<file path="config.mk">
export PLATFORM = sky130hd
export DESIGN_NAME = keypad_number_entry_flat
export DESIGN_NICKNAME = d
export VERILOG_FILES = /design/src/rtl/keypad_number_entry_if.sv /design/src/rtl/keypad_number_entry.sv /design/src/flat_wrapper.sv
export SDC_FILE = /design/constraint.sdc
export NUM_CORES = 1
export LEC_CHECK = 0
export CORE_ASPECT_RATIO = 0.6
export CORE_MARGIN = 3
export CORE_UTILIZATION = 45
export DETAILED_ROUTE_END_ITERATION = 16
export PLACE_DENSITY = 0.77
export SYNTH_ARGS = -nofsm -noshare
export SYNTH_HDL_FRONTEND = slang
export SYNTH_SLANG_ARGS = --single-unit
</file>
<file path="constraint.sdc">
create_clock -name clk -period 2.35 [get_ports clk]
set_input_delay 0.47 -clock clk [delete_from_list [all_inputs] [get_ports clk]]
set_output_delay 0.47 -clock clk [all_outputs]
set_load 0.01 [all_outputs]
</file>
<file path="src/rtl/keypad_number_entry_if.sv">
// rtl/keypad_number_entry_if.sv - key event and BCD result bundle for the number-entry buffer
//
// Purpose: groups the keyboard-side event signals and the number-entry results.
// Ports (signals):
//   load              freeze request (master -> slave)
//   key_down_onepulse single-cycle key-down qualifier (master -> slave)
//   last_change       9-bit scancode, bit 8 = E0 prefix (master -> slave)
//   bcd               packed BCD value, nibble 0 = LSD (slave -> master)
//   digit_count       number of digits held (slave -> master)
//   last_digit        most recently accepted digit (slave -> master)
//   entry_done        one-cycle commit pulse (slave -> master)
//   overflow          one-cycle full pulse (slave -> master)
//   busy              high while editing (slave -> master)
interface keypad_number_entry_if #(
  parameter int DIGITS = 4
);
  localparam int CW = $clog2(DIGITS + 1);

  logic                  load;
  logic                  key_down_onepulse;
  logic [8:0]            last_change;
  logic [4*DIGITS-1:0]   bcd;
  logic [CW-1:0]         digit_count;
  logic [3:0]            last_digit;
  logic                  entry_done;
  logic                  overflow;
  logic                  busy;

  modport master (
    output load, key_down_onepulse, last_change,
    input  bcd, digit_count, last_digit, entry_done, overflow, busy
  );

  modport slave (
    input  load, key_down_onepulse, last_change,
    output bcd, digit_count, last_digit, entry_done, overflow, busy
  );
endinterface

</file>
<file path="src/rtl/keypad_number_entry.sv">
// rtl/keypad_number_entry.sv - multi-digit BCD number-entry buffer driven by PS/2 key-down events
//
// Purpose: shifts decimal key presses into a DIGITS-wide packed BCD value, with
// Backspace (delete LSD), Escape (clear) and Enter (commit).
// Ports:
//   clk  system clock
//   rst  asynchronous active-low reset
//   kif  keypad_number_entry_if.slave: key events in, BCD value and status out
module keypad_number_entry #(
  parameter int DIGITS    = 4,
  parameter int KEYPAD_EN = 1,
  parameter int FULL_MODE = 0
) (
  input  logic                   clk,
  input  logic                   rst,
  keypad_number_entry_if.slave   kif
);
  localparam int W  = 4 * DIGITS;
  localparam int CW = $clog2(DIGITS + 1);

  typedef enum logic [1:0] {
    IDLE  = 2'd0,
    ENTRY = 2'd1,
    DONE  = 2'd2
  } state_t;

  typedef enum logic [2:0] {
    K_NONE  = 3'd0,
    K_DIGIT = 3'd1,
    K_BACK  = 3'd2,
    K_ENTER = 3'd3,
    K_ESC   = 3'd4
  } key_t;

  state_t         state_q, state_d;
  logic [W-1:0]   bcd_q, bcd_d;
  logic [CW-1:0]  cnt_q, cnt_d;
  logic [3:0]     last_q, last_d;
  logic           done_q, done_d;
  logic           ovf_q, ovf_d;

  key_t           kind;
  logic [3:0]     dig;
  logic [W-1:0]   dig_ext;
  logic [W-1:0]   shifted;

  // {valid, digit} for main-row digit scancodes
  function automatic logic [4:0] main_digit(input logic [8:0] c);
    case (c)
      9'h045: main_digit = {1'b1, 4'd0};
      9'h016: main_digit = {1'b1, 4'd1};
      9'h01E: main_digit = {1'b1, 4'd2};
      9'h026: main_digit = {1'b1, 4'd3};
      9'h025: main_digit = {1'b1, 4'd4};
      9'h02E: main_digit = {1'b1, 4'd5};
      9'h036: main_digit = {1'b1, 4'd6};
      9'h03D: main_digit = {1'b1, 4'd7};
      9'h03E: main_digit = {1'b1, 4'd8};
      9'h046: main_digit = {1'b1, 4'd9};
      default: main_digit = 5'd0;
    endcase
  endfunction

  // Keypad codes only match without the E0 prefix; E0 forms are navigation keys.
  function automatic logic [4:0] pad_digit(input logic [8:0] c);
    case (c)
      9'h070: pad_digit = {1'b1, 4'd0};
      9'h069: pad_digit = {1'b1, 4'd1};
      9'h072: pad_digit = {1'b1, 4'd2};
      9'h07A: pad_digit = {1'b1, 4'd3};
      9'h06B: pad_digit = {1'b1, 4'd4};
      9'h073: pad_digit = {1'b1, 4'd5};
      9'h074: pad_digit = {1'b1, 4'd6};
      9'h06C: pad_digit = {1'b1, 4'd7};
      9'h075: pad_digit = {1'b1, 4'd8};
      9'h07D: pad_digit = {1'b1, 4'd9};
      default: pad_digit = 5'd0;
    endcase
  endfunction

  always_comb begin
    logic [4:0] m;
    logic [4:0] p;
    kind = K_NONE;
    dig  = 4'd0;
    m    = main_digit(kif.last_change);
    p    = (KEYPAD_EN != 0) ? pad_digit(kif.last_change) : 5'd0;
    if (m[4]) begin
      kind = K_DIGIT;
      dig  = m[3:0];
    end else if (p[4]) begin
      kind = K_DIGIT;
      dig  = p[3:0];
    end else if (kif.last_change == 9'h066) begin
      kind = K_BACK;
    end else if (kif.last_change[7:0] == 8'h5A) begin
      kind = K_ENTER;
    end else if (kif.last_change == 9'h076) begin
      kind = K_ESC;
    end
  end

  // Shifting through a W-bit expression makes DIGITS=1 a plain nibble replacement.
  always_comb begin
    dig_ext      = '0;
    dig_ext[3:0] = dig;
    shifted      = (bcd_q << 4) | dig_ext;
  end

  always_comb begin
    state_d = state_q;
    bcd_d   = bcd_q;
    cnt_d   = cnt_q;
    last_d  = last_q;
    done_d  = 1'b0;
    ovf_d   = 1'b0;
    if (kif.key_down_onepulse && !kif.load) begin
      case (kind)
        K_DIGIT: begin
          last_d = dig;
          if (state_q == ENTRY) begin
            if (cnt_q == CW'(DIGITS)) begin
              ovf_d = 1'b1;
              if (FULL_MODE != 0) bcd_d = shifted;
            end else begin
              bcd_d = shifted;
              cnt_d = cnt_q + CW'(1);
            end
          end else begin
            // IDLE or DONE: a digit always starts a fresh entry
            bcd_d   = dig_ext;
            cnt_d   = CW'(1);
            state_d = ENTRY;
          end
        end
        K_BACK: begin
          if (state_q != IDLE) begin
            bcd_d   = bcd_q >> 4;
            cnt_d   = cnt_q - CW'(1);
            state_d = (cnt_q == CW'(1)) ? IDLE : ENTRY;
          end
        end
        K_ENTER: begin
          if (state_q == ENTRY) begin
            state_d = DONE;
            done_d  = 1'b1;
          end
        end
        K_ESC: begin
          bcd_d   = '0;
          cnt_d   = '0;
          state_d = IDLE;
        end
        default: ;
      endcase
    end
  end

  always_ff @(posedge clk or negedge rst) begin
    if (!rst) begin
      state_q <= IDLE;
      bcd_q   <= '0;
      cnt_q   <= '0;
      last_q  <= 4'd0;
      done_q  <= 1'b0;
      ovf_q   <= 1'b0;
    end else begin
      state_q <= state_d;
      bcd_q   <= bcd_d;
      cnt_q   <= cnt_d;
      last_q  <= last_d;
      done_q  <= done_d;
      ovf_q   <= ovf_d;
    end
  end

  assign kif.bcd         = bcd_q;
  assign kif.digit_count = cnt_q;
  assign kif.last_digit  = last_q;
  assign kif.entry_done  = done_q;
  assign kif.overflow    = ovf_q;
  assign kif.busy        = (state_q == ENTRY);
endmodule

</file>
<file path="src/flat_wrapper.sv">
// flat-port wrapper written by rule: the top's interface ports become plain ports
module keypad_number_entry_flat 
#(
  parameter int DIGITS    = 4,
  parameter int KEYPAD_EN = 1,
  parameter int FULL_MODE = 0
)
  (clk, rst, kif_load, kif_key_down_onepulse, kif_last_change, kif_bcd, kif_digit_count, kif_last_digit, kif_entry_done, kif_overflow, kif_busy);
  keypad_number_entry_if #(.DIGITS(DIGITS)) kif_i ();
  input  logic clk;
  input  logic rst;
  input wire logic [$bits(kif_i.load)-1:0] kif_load;
  input wire logic [$bits(kif_i.key_down_onepulse)-1:0] kif_key_down_onepulse;
  input wire logic [$bits(kif_i.last_change)-1:0] kif_last_change;
  output wire logic [$bits(kif_i.bcd)-1:0] kif_bcd;
  output wire logic [$bits(kif_i.digit_count)-1:0] kif_digit_count;
  output wire logic [$bits(kif_i.last_digit)-1:0] kif_last_digit;
  output wire logic [$bits(kif_i.entry_done)-1:0] kif_entry_done;
  output wire logic [$bits(kif_i.overflow)-1:0] kif_overflow;
  output wire logic [$bits(kif_i.busy)-1:0] kif_busy;
  assign kif_i.load = kif_load;
  assign kif_i.key_down_onepulse = kif_key_down_onepulse;
  assign kif_i.last_change = kif_last_change;
  assign kif_bcd = kif_i.bcd;
  assign kif_digit_count = kif_i.digit_count;
  assign kif_last_digit = kif_i.last_digit;
  assign kif_entry_done = kif_i.entry_done;
  assign kif_overflow = kif_i.overflow;
  assign kif_busy = kif_i.busy;
  keypad_number_entry #(.DIGITS(DIGITS), .KEYPAD_EN(KEYPAD_EN), .FULL_MODE(FULL_MODE)) u_core (.clk(clk), .rst(rst), .kif(kif_i));
endmodule
</file>
# Yosys cells after proc, flatten, opt, wreduce, memory -nomap -nowiden
# Cells that the tools add are included.
dict set report classes {
  add_sub_neg 2
  mul 0
  div_mod_pow 0
  magnitude_cmp 0
  eq_ne 34
  n_shift 0
  mux 29
  n_bitwise 1
  n_reduce_logical 8
}
# cell n
set ops {}
lappend ops {{== test 9 x 7 -> 1 bit (second input constant)} 14}
lappend ops {{one-hot mux 5 bit (10 select lines)} 2}
lappend ops {{== test 9 x 6 -> 1 bit (second input constant)} 6}
lappend ops {{two-way mux 16 bit} 3}
lappend ops {{one-hot mux 16 bit (3 select lines)} 1}
lappend ops {{two-way mux 3 bit} 8}
lappend ops {{== test 9 x 5 -> 1 bit (second input constant)} 2}
lappend ops {{OR 16 x 4 -> 16 bit} 1}
lappend ops {{one-hot mux 3 bit (3 select lines)} 1}
lappend ops {{== test 8 x 7 -> 1 bit (second input constant)} 1}
lappend ops {{two-way mux 1 bit} 8}
lappend ops {{two-way mux 4 bit} 2}
lappend ops {{one-hot mux 2 bit (4 select lines)} 1}
lappend ops {{== test 3 x 1 -> 1 bit (second input constant)} 2}
lappend ops {{== test 3 x 2 -> 1 bit (second input constant)} 2}
lappend ops {{== test 3 bit (second input constant)} 2}
lappend ops {{two-way mux 2 bit} 3}
lappend ops {{AND reduction 5 bit} 1}
lappend ops {{!= test 2 bit (second input constant)} 2}
lappend ops {{AND reduction 4 bit} 1}
lappend ops {{nonzero test 4 bit} 1}
lappend ops {{adder 3 x 1 -> 3 bit (second input constant)} 1}
lappend ops {{!= test 3 bit (second input constant)} 1}
lappend ops {{nonzero test 3 bit} 1}
lappend ops {{7 further kinds} 7}
dict set report word_totals {
  ff_bits 27
  latch_bits 0
  mem_bits_rw 0
  mem_bits_ro 0
  inputBits 13
  out_inout_bits 26
  wordCells 80
  memories 0
}

# Logic depth before layout (Yosys ltp)
# Gate-level depths: netlist of the first run.
dict set report logic_depth {
  depth_word 9
  ltp_mapped 10
  depth_no_buf 7
}

# Least setup slack after synthesis of the first run
# Ideal clock, no wire load.
dict set report synth_timing {
  path_kind {input-to-reg}
  startpoint {input port kif_last_change[1]}
  endpoint {register u_core.bcd_q[0], in the netlist u_core.kif.bcd[0]}
  setup_time_ps 127
  arrival_time_ps 2202
  required_time_ps 2223
  setup_slack_ps 21
  path_stages 9
  path_buffers 2
  path_cell_list {buf_2 > nand2b_1 > o21a_1 > o41ai_1 > and2b_4 > a21oi_4 > a21o_1 > buf_6 > mux2_1}
}
dict set report synth_via {
  elab_chain_len 9
  elab_cells_between_ends 43
  classes_between {eq/ne (28); mux (12); bitwise (1); reduce/logical (2)}
}
# item line
set synth_rtl {}
lappend synth_rtl {{start: declaration} flat_wrapper.sv:14} ;# input wire logic [$bits(kif_i.last_change)-1:0] kif_last_change;
lappend synth_rtl {{== test 9 x 7 -> 1 bit} keypad_number_entry.sv:98} ;# end else if (kif.last_change == 9'h076) begin
lappend synth_rtl {{two-way mux 3 bit} keypad_number_entry.sv:98}
lappend synth_rtl {{two-way mux 3 bit} keypad_number_entry.sv:96} ;# end else if (kif.last_change[7:0] == 8'h5A) begin
lappend synth_rtl {{two-way mux 3 bit} keypad_number_entry.sv:94} ;# end else if (kif.last_change == 9'h066) begin
lappend synth_rtl {{two-way mux 3 bit} keypad_number_entry.sv:91} ;# end else if (p[4]) begin
lappend synth_rtl {{two-way mux 3 bit} keypad_number_entry.sv:88} ;# if (m[4]) begin
lappend synth_rtl {{== test 3 x 1 -> 1 bit, or another cell as far along} keypad_number_entry.sv:118} ;# case (kind)
lappend synth_rtl {{!= test 3 bit (no line), or another cell as far along} n/a}
lappend synth_rtl {{AND reduction 4 bit (no line)} n/a}
lappend synth_rtl {{end signal: assignment} keypad_number_entry.sv:162} ;# bcd_q <= '0;
lappend synth_rtl {{end signal: assignment} keypad_number_entry.sv:169} ;# bcd_q <= bcd_d;
lappend synth_rtl {{end: declaration} keypad_number_entry.sv:36} ;# logic [W-1:0] bcd_q, bcd_d;
# Several ways; a longest one is shown, not always the timed one. The select of a mux whose other input is x is not followed.
# A chain may end at the register's enable or synchronous reset.

# Final worst setup path of the first run
dict set report layout_timing {
  startpoint {input port kif_last_change[3]}
  endpoint {register u_core.bcd_q[7], in the netlist u_core.kif.bcd[7]}
}
dict set report layout_via {
  elab_chain_len 9
  elab_cells_between_ends 38
  classes_between {eq/ne (28); mux (8); reduce/logical (2)}
}
# item line
set layout_rtl {}
lappend layout_rtl {{== test 9 x 7 -> 1 bit} keypad_number_entry.sv:98}
lappend layout_rtl {{two-way mux 3 bit} keypad_number_entry.sv:98}
lappend layout_rtl {{two-way mux 3 bit} keypad_number_entry.sv:96}
lappend layout_rtl {{two-way mux 3 bit} keypad_number_entry.sv:94}
lappend layout_rtl {{two-way mux 3 bit} keypad_number_entry.sv:91}
lappend layout_rtl {{two-way mux 3 bit (*)} keypad_number_entry.sv:88}
lappend layout_rtl {{== test 3 x 1 -> 1 bit, or another cell as far along} keypad_number_entry.sv:118}
lappend layout_rtl {{!= test 3 bit (no line), or another cell as far along} n/a}
lappend layout_rtl {{AND reduction 4 bit (no line)} n/a}
# Every way passes the cells marked *; elsewhere a longest branch is shown, timed or not.

==> impl_metrics.json, run 1 <==
{
  "hold_buffers": 0,
  "grt_start_max_net_pins": 28,
  "synth_fp_nets": 219,
  "antenna_cells": 0,
  "ys_ff_latch": 27,
  "cts_sinks": 27,
  "finalSetupViolCount": 0,
  "coreArea_sq_um": 3830,
  "synth_most_common_cell": "dfrtp_1",
  "io_pins": 39,
  "area_growth_pct": 58.6,
  "clockRootBuffer": "clkbuf_8",
  "yosys-top-cells-count": "27 x dfrtp_1, 20 x nand2_1, 14 x nor2_1",
  "track_usage": 0.250,
  "power_per_cell_area_nw_per_um2": 524,
  "hold_ws_ps": 534,
  "wl_microns": 6240,
  "clkTransAtPathRegs_ps": 100,
  "slew_violations": 0,
  "rsz0062_at_grt": "yes",
  "critPathCaptureType": "flop",
  "ant_nets": 0,
  "crit_path_start_kind": "input pin",
  "die-width_microns": 89.4,
  "clock-skew-final_ps": 4.16,
  "die_area_sq_um": 5010,
  "route.detailed.drc": 0,
  "ys.flop_type": "dfrtp_1",
  "dr_total_vias": 2047,
  "finalCritPeriodShare": 0.995,
  "slew-limit-headroom": 0.635,
  "critPathSlowestCell": "mux2_1",
  "yosysTopAreaCellShare": 0.360,
  "grt_pass1_vias": 1930,
  "layout_min_cycle_time_ps": 2340,
  "cap_violations": 0,
  "synthArstFlopShare": 1.00,
  "initial_core_util": 0.491,
  "synth_area_per_cell_sq_um": 9.30,
  "cts_tree": "built",
  "nNetsFinal": 315,
  "required_ps": 2520,
  "n_fill_cell": 239,
  "hold_class": "reg2reg",
  "synthesis.area_sq_um": 1880,
  "ys_warn_count": 0,
  "hold_violations": 0,
  "grt_first_pass_wirelength_microns": 9830,
  "max_freq_ghz": 0.428,
  "cp.arrival_ps": 2510,
  "synth_cell_types": 58,
  "synth.yosys.seq_area_share": 0.360,
  "cts_made_buffers": 3,
  "worst_slew_pin_slew_ps": 547,
  "numPortBuffers": 38,
  "yosys.area.top_type": "dfrtp_1",
  "first_pass_iters": 5,
  "synth-edff-count": 0,
  "total_leakage_power_nw": 1.34,
  "die_h_microns": 56.1,
  "syn_inst": 202,
  "wl_per_cell_microns": 18.1,
  "peakVddDrop_mv": 0.443,
  "status": "complete, no violations",
  "finalPower_mw": 1.56,
  "path_class": "in2reg",
  "drt_iter0_drc": 121,
  "clk_latency_ps": 280,
  "cp_top_family": "compound AO/OA/AOI/OAI gates",
  "drive_above_1_share": 0.394,
  "hpwl_microns": 4250,
  "cp_max_fo": 7,
  "cp_num_buf_inv": 4,
  "htreeDepth": 1,
  "gp_congestion": 0.901,
  "worstPathCellList": "buf_2, buf_6, buf_4, o21a_1, o41ai_2, and2b_4, a21oi_4, a21o_1, bufbuf_16, mux2_1",
  "clockBufferDepth": 2,
  "antenna_found_initial": 0,
  "r2r_slack_ps": 330,
  "yosys-top-cells-area": "dfrtp_1 36%, mux2_1 5.4%, nand2_1 4.0%",
  "overflow": 0,
  "crit_path_max_incr_delay_ps": 320,
  "routed_via_density": 5.95,
  "row_count": 17
}
repair_timing:
| item | CTS | global route |
|---|---|---|
| gates cloned | 2 | 0 |
| gates resized for setup | 46 | 29 |
| setup endpoints to repair | 23 | 17 |
| setup buffers | 8 | 2 |
| pin swaps | 7 | 11 |
layout make-up:
type	instances	area, sq um	area share
Sequential cell	27	676	0.227
Inverter	11	41.3	0.0139
Clock inverter	1	7.51	0.00252
Timing Repair Buffer	104	895	0.300
Tap cell	47	58.8	0.0197
Multi-Input combinational cell	151	1260	0.423
Clock buffer	3	41.3	0.0139
report_power, final:
group | leakage, nW | internal, mW | total [mW] | switching [mW]
clock network | 0.0217 | 0.121 | 0.280 | 0.160
logic | 0.975 | 0.343 | 0.657 | 0.315
registers | 0.345 | 0.554 | 0.626 | 0.0713
total | 1.34 | 1.02 | 1.56 | 0.545
metal layers:
metal	vias to the layer above	track usage	part of all wire
li1	931	-	-
met1	992	0.395	0.46
met2	118	0.348	0.43
met3	6	0.0562	0.097
met4	0	0.0382	0.010
met5	-	0	0
sequential cells by signal, summed over array words and instances (netlist names):
signal / flops
u_core.kif.bcd: 16
u_core.kif.last_digit: 4
u_core.state_q: 2
u_core.kif.digit_count: 3
u_core.kif.entry_done: 1
u_core.kif.overflow: 1
cell usage in the layout (no fill, tap or decap), drive strengths merged, types with 3 or more instances in the layout:
cell | Yosys | layout
buf | 10 | 70
clkdlybuf4s50 | 0 | 29
dfrtp | 27 | 27
nand2 | 20 | 20
nor2 | 15 | 15
inv | 11 | 11
o21ai | 11 | 11
mux2 | 10 | 10
nand2b | 8 | 8
mux2i | 7 | 7
a21oi | 7 | 7
a211oi | 5 | 5
clkbuf | 3 | 5
a31oi | 4 | 4
a22o | 4 | 4
ha | 4 | 4
nor2b | 4 | 4
nand4 | 4 | 4
nor4 | 4 | 4
o21a | 3 | 3
nand3 | 3 | 3
o22ai | 3 | 3
final timing paths:
path	end	startpoint	cells after the start
setup reg to reg	u_core.kif.bcd[7]	u_core.state_q[1]	5
max in group asynchronous	u_core.kif.bcd[15]	rst	2
hold / removal	u_core.kif.bcd[0]	u_core.kif.bcd[0]	1
min in group asynchronous	u_core.kif.last_digit[0]	rst	2
setup / recovery	u_core.kif.bcd[7]	kif_last_change[3]	10
hold reg to reg	u_core.kif.bcd[0]	u_core.kif.bcd[0]	1
logic make-up after synthesis:
family,Yosys count,share of synthesized area
adder cells (fa/ha/maj),4,0.0266
flip-flops,27,0.360
multiplexers,17,0.0972
buffers and inverters,24,0.0666
XOR/XNOR,2,0.00932
AO/OA/AOI/OAI,52,0.210
AND/OR/NAND/NOR,76,0.231
through the flow:
step / std cells / worst slack, ps / setup TNS [ps] / utilization / instance area [sq um]
4_1_cts: 342 / 0.817 / 0 / 0.760 / 2910
3_3_place_gp: 328 / -605 / -12360 / 0.693 / 2650
3_5_place_dp: 328 / -610 / -12210 / 0.693 / 2650
6_report: 344 / 12.5 / 0 / 0.778 / 2980
5_1_grt: 344 / -26.6 / -80.2 / 0.778 / 2980
2_1_floorplan: 202 / 20.8 / 0 / - / 1880
No activity file was read; power rests on OpenSTA's default activity.
==> inputs of run 2 (changes only) <==
clock period = 2.4 ns   (was 2.35 ns; I/O delays follow)
==> run 2 against run 1 <==
  * Sequential cell count unchanged
  * Die area unchanged
  * Largest cell class unchanged
  * Hold slack gained 11 ps
==> impl_metrics.json, run 2 (synthesis gave the netlist of run 1 again) <==
{
  "status": "complete, no violations",
  "required_ps": 2570,
  "critPathSlowestCell": "mux2_1",
  "path_class": "in2reg",
  "rr_startpoint": "u_core.state_q[1]",
  "cp_max_fo": 9,
  "layoutNonFillerInstCount": 342,
  "whs_path_depth": 2,
  "finalInstanceArea_sq_um": 2880,
  "clkTransAtPathRegs_ps": 100,
  "drt_iter0_drc": 170,
  "hold_class": "reg2reg",
  "antenna_cells": 0,
  "cp.arrival_ps": 2520,
  "slew-limit-headroom": 0.644,
  "peakVddDrop_mv": 0.457,
  "slew_violations": 0,
  "pre_cts_slack_ps": -572,
  "clockBufferDepth": 2,
  "first_pass_iters": 4,
  "layout_commonest_cell": "buf_4",
  "finalSetupViolCount": 0,
  "crit_path_max_incr_delay_ps": 330,
  "cp_top_family": "simple AND/OR/NAND/NOR gates",
  "cap_violations": 0,
  "overflow": 0,
  "die-width_microns": 89.4,
  "die_area_sq_um": 5010,
  "cts_made_buffers": 3,
  "drive_above_1_share": 0.346,
  "grt_pass1_vias": 1861,
  "gp_congestion": 0.929,
  "clock-skew-final_ps": 8.74,
  "wl_per_cell_microns": 17.4,
  "antenna_found_initial": 0,
  "hpwl_microns": 4460,
  "r2r-end": "u_core.kif.bcd[0]",
  "area_growth_pct": 53.4,
  "initial_core_util": 0.491,
  "cp_num_buf_inv": 3,
  "numPortBuffers": 38,
  "placed_area_sq_um": 2680,
  "min_from": "u_core.kif.last_digit[3]",
  "clk_latency_ps": 280,
  "nNetsFinal": 313,
  "finalPower_mw": 1.52,
  "row_count": 17,
  "dr_total_vias": 2005,
  "track_usage": 0.246,
  "worst_slew_pin_slew_ps": 534,
  "rsz0062_at_grt": "no",
  "placedCellCount": 331,
  "wl_microns": 5960,
  "critPathCaptureType": "flop",
  "utilization": 0.753,
  "hold_violations": 0,
  "grt_first_pass_wirelength_microns": 9510,
  "reg2reg_depth": 5,
  "max_freq_ghz": 0.424,
  "cts_tree": "built",
  "coreArea_sq_um": 3830,
  "power_per_cell_area_nw_per_um2": 526,
  "finalCritPeriodShare": 0.982,
  "largest_reg_flops": 16,
  "cts_sinks": 27,
  "ant_nets": 0,
  "hold_path_end": "u_core.kif.last_digit[3]",
  "die_h_microns": 56.1,
  "htreeDepth": 1,
  "r2r_slack_ps": 400,
  "worst_slack_ps": 42.4,
  "total_leakage_power_nw": 1.30,
  "layout_min_cycle_time_ps": 2360,
  "routed_via_density": 5.86,
  "grt_start_max_net_pins": 28,
  "worstPathCellList": "dlygate4sd2_1, nand4bb_4, nor4b_4, a211oi_1, buf_4, and2b_4, a21oi_4, a21o_4, buf_12, mux2_1",
  "clockRootBuffer": "clkbuf_8",
  "crit_path_start_kind": "input pin",
  "route.detailed.drc": 0,
  "layout_common_cells": "62 x buf_4, 29 x clkdlybuf4s50_1, 27 x dfrtp_1",
  "io_pins": 39
}
run 2: per-layer routing:
layer	track usage	up-vias	share of wire
met1	0.383	970	0.48
met4	0.0297	0	0.0070
met2	0.339	93	0.41
li1	-	936	-
met3	0.0769	6	0.10
met5	0	-	0
run 2: power breakdown:
group | switching (mW) | internal, mW
sequential | 0.0718 | 0.543
combinational | 0.306 | 0.328
clock | 0.149 | 0.118
run 2: final cells by class:
| type | instances | area, sq um |
|---|---|---|
| Clock buffer | 3 | 41.3 |
| Clock inverter | 1 | 7.51 |
| Fill cell | 250 | 946 |
| Inverter | 11 | 41.3 |
| Multi-Input combinational cell | 151 | 1190 |
| Sequential cell | 27 | 676 |
| Tap cell | 47 | 58.8 |
| Timing Repair Buffer | 102 | 866 |
run 2: tightest hold or removal path, stage by stage (launching register included):
cell     delay (ps)
dfrtp_1         360
nor2_1           50
a21oi_1         100
run 2: repair_timing:
item	in CTS	in global routing
setup buffers	4	2
cloned	1	0
hold buffers	0	0
resized for setup	35	13
setup endpoints to repair	21	18
pin swaps	3	3
run 2: per-stage QoR:
step           hold slack [ps]  TNS, ps
2_1_floorplan              184        0
3_3_place_gp               504   -10820
3_5_place_dp               527   -11110
4_1_cts                    550        0
5_1_grt                    563        0
6_report                   545        0
run 2: worst max path at each step:
| stage | start | slack (ps) | end | cells after the start |
|---|---|---|---|---|
| after detailed placement | kif_last_change[3] | -570 | u_core.kif.bcd[0] | 10 |
| after global routing | kif_last_change[8] | 6 | u_core.kif.bcd[0] | 10 |
| after CTS | kif_last_change[0] | 6 | u_core.kif.bcd[14] | 11 |
| after global placement | kif_last_change[4] | -550 | u_core.kif.bcd[8] | 10 |
| after floorplan | kif_last_change[1] | 60 | u_core.kif.bcd[0] | 9 |
| final | kif_last_change[8] | 40 | u_core.kif.bcd[0] | 10 |
